--- config.mk ---
export PLATFORM = sky130hd
export DESIGN_NAME = uart_tx_frame_flat
export DESIGN_NICKNAME = d
export VERILOG_FILES = /design/src/rtl/uart_tx_frame_if.sv /design/src/rtl/uart_tx_frame.sv /design/src/flat_wrapper.sv
export SDC_FILE = /design/constraint.sdc
export NUM_CORES = 1
export LEC_CHECK = 0
export ABC_AREA = 1
export CAP_MARGIN = 10
export CORE_ASPECT_RATIO = 2
export CORE_MARGIN = 2
export CORE_UTILIZATION = 44
export CTS_BUF_LIST = sky130_fd_sc_hd__clkbuf_2
export CTS_CLUSTER_DIAMETER = 150
export CTS_CLUSTER_SIZE = 24
export DETAILED_ROUTE_END_ITERATION = 10
export PLACE_DENSITY = 0.7
export SLEW_MARGIN = 0
export SYNTH_ARGS = -nofsm -noshare
export SYNTH_HDL_FRONTEND = slang
export SYNTH_SLANG_ARGS = --single-unit
--- constraint.sdc ---
create_clock -name sysclk -period 1.65 [get_ports sysclk]
set_clock_uncertainty 0.05 [all_clocks]
set_input_delay 0.4125 -clock sysclk [delete_from_list [all_inputs] [get_ports sysclk]]
set_output_delay 0.4125 -clock sysclk [all_outputs]
set_load 0.03 [all_outputs]
--- src/rtl/uart_tx_frame_if.sv ---
// Byte-producer to UART transmitter handshake.
//   data  : payload, sampled by the transmitter only on accept
//   valid : producer holds a payload on data
//   ready : transmitter can take a payload (idle)
// master = producer side, slave = transmitter side.
interface uart_tx_frame_if #(
  parameter int DATA_BITS = 8
);
  logic [DATA_BITS-1:0] data;
  logic                 valid;
  logic                 ready;

  modport master (output data, output valid, input ready);
  modport slave  (input data, input valid, output ready);
endinterface

--- src/rtl/uart_tx_frame.sv ---
// UART transmitter: start bit, DATA_BITS payload bits LSB first, optional
// odd/even parity, 1 or 2 stop bits. The baud counter restarts on every
// accepted byte so each frame is bit-aligned to its accept edge.
// Ports:
//   sysclk : system clock, posedge
//   rst_n  : asynchronous active-low reset (aborts a frame, line to idle)
//   in_if  : slave side of the data/valid/ready handshake
//   cereal : serial line, idle high (registered)
//   busy   : high whenever not IDLE (registered)
//   done   : one-cycle pulse in the final cycle of the last stop bit
module uart_tx_frame #(
  parameter int DATA_BITS    = 8,
  parameter int CLKS_PER_BIT = 5208,
  parameter int PARITY       = 0,
  parameter int STOP_BITS    = 1
) (
  input  logic          sysclk,
  input  logic          rst_n,
  uart_tx_frame_if.slave in_if,
  output logic          cereal,
  output logic          busy,
  output logic          done
);

  if (DATA_BITS < 5 || DATA_BITS > 9 || CLKS_PER_BIT < 1 ||
      PARITY < 0 || PARITY > 2 || STOP_BITS < 1 || STOP_BITS > 2) begin : g_param_err
    $error("uart_tx_frame: parameter out of range");
  end

  localparam int CW = (CLKS_PER_BIT > 1) ? $clog2(CLKS_PER_BIT) : 1;
  localparam logic [CW-1:0] CNT_LAST  = CW'(CLKS_PER_BIT - 1);
  localparam logic [3:0]    DATA_LAST = 4'(DATA_BITS - 1);
  localparam logic [3:0]    STOP_LAST = 4'(STOP_BITS - 1);

  typedef enum logic [2:0] {
    S_IDLE, S_START, S_DATA, S_PARITY, S_STOP
  } state_e;

  state_e               state_q, state_d;
  logic [CW-1:0]        cnt_q, cnt_d;
  logic [3:0]           idx_q, idx_d;   // data bit index, reused as stop bit index
  logic [DATA_BITS-1:0] shreg_q, shreg_d;
  logic                 par_q, par_d;
  logic                 cereal_q, cereal_d;
  logic                 busy_q, busy_d;
  logic                 done_q, done_d;
  logic                 tc;

  // State register; line/busy/done are registered from next-state values,
  // so the start bit appears in the cycle right after the accept edge.
  always_ff @(posedge sysclk or negedge rst_n) begin
    if (!rst_n) begin
      state_q  <= S_IDLE;
      cnt_q    <= '0;
      idx_q    <= '0;
      shreg_q  <= '0;
      par_q    <= 1'b0;
      cereal_q <= 1'b1;
      busy_q   <= 1'b0;
      done_q   <= 1'b0;
    end else begin
      state_q  <= state_d;
      cnt_q    <= cnt_d;
      idx_q    <= idx_d;
      shreg_q  <= shreg_d;
      par_q    <= par_d;
      cereal_q <= cereal_d;
      busy_q   <= busy_d;
      done_q   <= done_d;
    end
  end

  assign tc = (cnt_q == CNT_LAST);

  // Next-state logic
  always_comb begin
    state_d = state_q;
    idx_d   = idx_q;
    shreg_d = shreg_q;
    par_d   = par_q;
    // Counter sits at 0 in IDLE, so an accept always starts a fresh bit.
    cnt_d   = (state_q == S_IDLE || tc) ? '0 : cnt_q + CW'(1);
    case (state_q)
      S_IDLE: begin
        if (in_if.valid) begin
          state_d = S_START;
          idx_d   = '0;
          shreg_d = in_if.data;
          par_d   = (PARITY == 2) ? ^in_if.data : ~^in_if.data;
        end
      end
      S_START: begin
        if (tc) begin
          state_d = S_DATA;
          idx_d   = '0;
        end
      end
      S_DATA: begin
        if (tc) begin
          shreg_d = shreg_q >> 1;
          if (idx_q == DATA_LAST) begin
            idx_d   = '0;
            state_d = (PARITY != 0) ? S_PARITY : S_STOP;
          end else begin
            idx_d = idx_q + 4'd1;
          end
        end
      end
      S_PARITY: begin
        if (tc) begin
          state_d = S_STOP;
          idx_d   = '0;
        end
      end
      S_STOP: begin
        if (tc) begin
          if (idx_q == STOP_LAST) begin
            state_d = S_IDLE;
            idx_d   = '0;
          end else begin
            idx_d = idx_q + 4'd1;
          end
        end
      end
      default: state_d = S_IDLE;
    endcase
  end

  // Output logic, evaluated on next-state values ahead of the registers.
  always_comb begin
    cereal_d = 1'b1;
    case (state_d)
      S_START:  cereal_d = 1'b0;
      S_DATA:   cereal_d = shreg_d[0];
      S_PARITY: cereal_d = par_d;
      default:  cereal_d = 1'b1;
    endcase
    busy_d = (state_d != S_IDLE);
    // The coming cycle is the terminal cycle of the last stop bit.
    done_d = (state_d == S_STOP) && (cnt_d == CNT_LAST) && (idx_d == STOP_LAST);
  end

  assign in_if.ready = (state_q == S_IDLE);
  assign cereal      = cereal_q;
  assign busy        = busy_q;
  assign done        = done_q;

endmodule
--- src/flat_wrapper.sv ---
// flat-port wrapper written by rule: the top's interface ports become plain ports
module uart_tx_frame_flat 
#(
  parameter int DATA_BITS    = 8,
  parameter int CLKS_PER_BIT = 5208,
  parameter int PARITY       = 0,
  parameter int STOP_BITS    = 1
)
  (sysclk, rst_n, cereal, busy, done, in_if_data, in_if_valid, in_if_ready);
  uart_tx_frame_if #(.DATA_BITS(DATA_BITS)) in_if_i ();
  input  logic sysclk;
  input  logic rst_n;
  output logic cereal;
  output logic busy;
  output logic done;
  input wire logic [$bits(in_if_i.data)-1:0] in_if_data;
  input wire logic [$bits(in_if_i.valid)-1:0] in_if_valid;
  output wire logic [$bits(in_if_i.ready)-1:0] in_if_ready;
  assign in_if_i.data = in_if_data;
  assign in_if_i.valid = in_if_valid;
  assign in_if_ready = in_if_i.ready;
  uart_tx_frame #(.DATA_BITS(DATA_BITS), .CLKS_PER_BIT(CLKS_PER_BIT), .PARITY(PARITY), .STOP_BITS(STOP_BITS)) u_core (.sysclk(sysclk), .rst_n(rst_n), .in_if(in_if_i), .cereal(cereal), .busy(busy), .done(done));
endmodule
Word level (Yosys, flattened, before mapping)
Cells that the tools add are included.
Word-level totals
  bits of input ports: 11
  register bits after elaboration: 32
  word-level logic and storage cells: 57
  output and inout port bits: 4
Cells by class
  equality and inequality tests: 13
  add/subtract/negate cells: 2
  multiplexer cells: 22
  reductions and logical operators: 11
Operators by type and width (count)
  $eq A13 B13 Y1 const B: 2
  $mux W4: 6
  $mux W3: 7
  $mux W8: 2
  $pmux W4 S4: 1
  $pmux W8 S2: 1
  $pmux W3 S5: 1
  $add A13 B1 Y13 const B: 1
  $mux W13: 1
  $eq A3 B2 Y1 const B: 4
  $logic_not A4 Y1: 2
  $reduce_xnor A8 Y1: 1
  $eq A3 B1 Y1 const B: 2
  $eq A3 B3 Y1 const B: 2
  $add A4 B1 Y4 const B: 1
  $eq A4 B3 Y1 const B: 1
  $logic_not A3 Y1: 1
  $pmux W1 S3: 1
  $reduce_and A3 Y1: 1
  $reduce_bool A3 Y1: 1
  $logic_and A1 B1 Y1: 2
  $mux W1: 2
  $ne A2 B1 Y1 const B: 1
  $ne A2 B2 Y1 const B: 1
  other kinds (3): 3

Logic depth before layout (Yosys ltp)
  depth in word-level cells: 7
  mapped depth: 13
  gate-level depth less buffers: 13

Worst setup path after synthesis
OpenSTA, ideal clock, no wires.
  path type: flip-flop to flip-flop
  start point: reg u_core.cnt_q[0]
  end point: reg u_core.done_q (netlist: u_core.done)
  required time: 1.529 ns
  path slack: 0.009 ns
  stages on the path, launching flop included: 12
  data arrival time: 1.520 ns
  buffers on the path: 0
  library setup time: 0.071 ns
  path through: dfrtp_1 ha_1 nand2_2 nor2_4 nand3_2 nand2_1 nand2_2 nor2_2 nand2_1 a21oi_1 nand3_1 nor2_1
On the way
  cells in the longest elaborated chain, start to end: 6
  elaborated cells on any way between the ends: 18
  classes of those cells: 1 x add/sub; 3 x eq/ne; 10 x mux; 4 x reduce/logical
RTL lines
  start: declaration: line uart_tx_frame.sv:40  | logic [CW-1:0] cnt_q, cnt_d;
  start signal: assignment: line uart_tx_frame.sv:63  | cnt_q <= cnt_d;
  parallel branches: the longest is 5 deep, another holds $add A13 B1 Y13
  $logic_and A1 B1 Y1 *: line uart_tx_frame.sv:140  | done_d = (state_d == S_STOP) && (cnt_d == CNT_LAST) && (idx_d == STOP_LAST);
  net u_core.done_d: line uart_tx_frame.sv:46  | logic done_q, done_d;
  end signal: assignment: line uart_tx_frame.sv:69  | done_q <= done_d;
  end: declaration: line uart_tx_frame.sv:46
Mark *: on every way through the listed nets, which the timed path passes.
A chain may end at the register's enable or synchronous reset.

Worst setup path in the final report
  start point: reg u_core.cnt_q[5]
  end point: reg u_core.done_q (netlist: u_core.done)
The elaborated chain is that of the path after synthesis.

==> flow_metrics.tcl <==
set metrics [dict create \
    grt_pass1_vias 2207 \
    p_leak_uw 0.00148 \
    grt_max_degree 33 \
    cap_violations 0 \
    ys_seq_area_share_pct 40.6 \
    critPathArrivalTime_ns 2.15 \
    cts_root_buffer "clkbuf_2" \
    timing.fmax_ghz 0.535 \
    htreeDepth 2 \
    wire_per_inst_um 13.5 \
    die_area_um2 5070 \
    synthFlopType "dfrtp_1" \
    numCtsBuffers 5 \
    combPwrFrac_pct 7.2 \
    fp.dieH_um 98.7 \
    violations "negative setup slack" \
    tritoncts "done" \
    rsz0062_at_grt "true" \
    syn_area_um2 1970 \
    first_iter_violations 52 \
    grt_pass1_wl_um 9220 \
    peakVddDrop_mv 0.391 \
    die_x_um 51.4 \
    pin_count 15 \
    clockBufferDepth 2 \
    place_hpwl_um 4150 \
    power_frac_seq_pct 63.4 \
    powerDensity_nw_per_um2 425 \
    syn_area_per_cell_um2 7.23 \
    synth.largest_area_cell "dfrtp_1" \
    status "finished with violations" \
    synth_top_area_share_pct 39.3 \
    utilization_pct 67.2 \
    period_share_pct 113 \
    synth.distinct_cells 29 \
    grt_overflow_total 0 \
    synthCells 273 \
    slew_headroom_pct 73.7 \
    path_cells "inv_2 > nand2_2 > nor2_4 > nand3_4 > nand2_4 > buf_4 > nand2_1 > o21ai_2 > nand2_1 > nor2_2 > nand3_2 > nor2_2" \
    yosys-top-cells-area "dfrtp_1, nand2_1, inv_1" \
    drive_above_1_share_pct 40.6 \
    internal_power_uw 928 \
    pwr-share-clk_pct 29.4 \
    clkLatencyLatePin_ns 0.38 \
    synthesis.nets 287 \
    synth.most_common_cell "nand2_1" \
    synth_commonest_cells "nand2_1, inv_1, nor2_1" \
    n_fill_cell 368 \
    std_cell_rows 34 \
    cts.clk_slew.worst_paths_ns 0.17 \
    tightest_slew_ns 0.393 \
    yosys_warnings 0 \
    switching_power_uw 311 \
    finalHoldViolations 0 \
    hp-class "in -> async" \
    area_growth_pct 47.6 \
    fin_nets 373 \
    setup_viol 6 \
    crit_path_end_kind "flop" \
    crit_required_ns 1.93 \
    slowest_stage "dfrtp_1" \
    coreArea_um2 4340 \
    critPathKind "reg -> reg" \
    start_util_pct 45.5 \
    numPlacedInstances 391 \
    setup_slack_ns -0.219 \
    power.share.switching_pct 25.1 \
    drc_errors 0 \
    synthArstFlopShare_pct 100 \
    wirelength_um 5610 \
    stdcell_count 414 \
    drv_slew 0 \
    antenna_cells 0 \
    post_drt_via_cell_ratio 5.03 \
    fin_crit_ns 1.87 \
    cts.sinks 32 \
    hold_buffers 0 \
    place.gp.congestion 0.964 \
    critPathMaxFanout 5 \
    synth-seq-cells 32 \
    portBuffers 14 \
    track_usage_pct 24.6 \
    synth_edf_count 0 \
    grt_antenna_before_repair 0 \
    first_pass_iters 6 \
    cp_top_family "simple AND/OR/NAND/NOR gates" \
    cp-start-kind "flop" \
    cp_slowest_stage_delay_ns 0.48 \
    path_buf_inv 2 \
    via_count 2084 \
    ant_nets 0 \
]
## power groups by stage
stage	registers, uW	clock network [uW]	logic [uW]
3_3_place_gp	799	0	89.6
6_report	785	365	88.8
3_5_place_dp	799	0	90.4
4_1_cts	785	383	90.8
2_1_floorplan	799	0	29.2
5_1_grt	785	413	98.8
## layout make-up
cell class	count	area (um2)	share of cell area [%]
Multi-Input combinational cell	192	1160	39.8
Sequential cell	32	805	27.6
Timing Repair Buffer	81	668	22.9
Inverter	47	176	6.05
Tap cell	54	67.6	2.32
Clock buffer	5	25.0	0.859
Clock inverter	3	13.8	0.472
## stage by stage
step / power (uW) / setup slack, ns / hold slack, ns / area, um2 / setup TNS [ns]
6_report: 1240 / -0.219 / 0.333 / 2910 / -0.682
5_1_grt: 1300 / -0.347 / 0.316 / 2910 / -2.20
4_1_cts: 1260 / -0.144 / 0.321 / 2780 / -0.303
3_5_place_dp: 890 / -0.246 / 0.457 / 2570 / -0.891
3_3_place_gp: 889 / -0.157 / 0.448 / 2570 / -0.531
2_1_floorplan: 829 / 0.00906 / 0.0669 / 1970 / 0
## cell families after synthesis
| family | Yosys count | share of synthesized area (%) |
|---|---|---|
| adders and majority gates | 3 | 1.90 |
| AOI/OAI and AO/OA | 24 | 8.49 |
| and+or+nand+nor | 157 | 36.0 |
| buffers and inverters | 49 | 9.44 |
| xor gates and xnor gates | 8 | 3.55 |
| DFF | 32 | 40.6 |
## layer usage
metal | GRT usage (%) | part of all wire (%) | vias up
li1 | - | - | 1032
met1 | 21.8 | 32 | 960
met2 | 46.2 | 59 | 64
met3 | 3.18 | 2.5 | 28
met4 | 19.2 | 6.9 | 0
met5 | 0 | 0 | -
## path summary, 6_finish.rpt
check / startpoint / endpoint / slack (ns) / depth (start not counted)
worst min-delay path: rst_n / u_core.cnt_q[7] / 0.33 / 2
max in group asynchronous: rst_n / u_core.cereal / 0.97 / 2
worst max-delay path: u_core.cnt_q[5] / u_core.done / -0.22 / 12
worst max register to register: u_core.cnt_q[5] / u_core.done / -0.22 / 12
min in group sysclk: u_core.shreg_q[0] / u_core.shreg_q[0] / 0.49 / 2
worst min register to register: u_core.shreg_q[0] / u_core.shreg_q[0] / 0.49 / 2
## cell usage in the layout, fill, tap and decap left out, types with 8 or more instances in the layout
| cell type | instances |
|---|---|
| buf_4 | 63 |
| nand2_1 | 60 |
| inv_1 | 34 |
| nor2_1 | 31 |
| dfrtp_1 | 29 |
| nand3_1 | 14 |
| inv_2 | 13 |
| nand2_2 | 13 |
| clkdlybuf4s50_1 | 10 |
| nor2_2 | 8 |
## sequential cells by signal (all words and copies together) (netlist names)
| name | cells |
|---|---|
| u_core.cereal | 1 |
| u_core.shreg_q | 8 |
| u_core.idx_q | 4 |
| u_core.state_q | 3 |
| u_core.par_q | 1 |
| u_core.done | 1 |
| u_core.cnt_q | 13 |
| u_core.busy | 1 |
## worst register-to-register path, cell delays in order, from the launching register on
cell	delay, ns
dfrtp_1	0.48
inv_2	0.09
nand2_2	0.07
nor2_4	0.15
nand3_4	0.15
nand2_4	0.12
buf_4	0.10
nand2_1	0.07
o21ai_2	0.15
nand2_1	0.09
nor2_2	0.11
nand3_2	0.07
nor2_2	0.12
## what timing repair did
action | CTS | global route
resized for setup | 38 | 25
buffers inserted | 9 | 7
pin swaps | 14 | 7
endpoints found under the hold margin | 0 | 0
endpoints found under the setup margin | 17 | 21
Note: power is estimated with default switching activity, not from simulation.
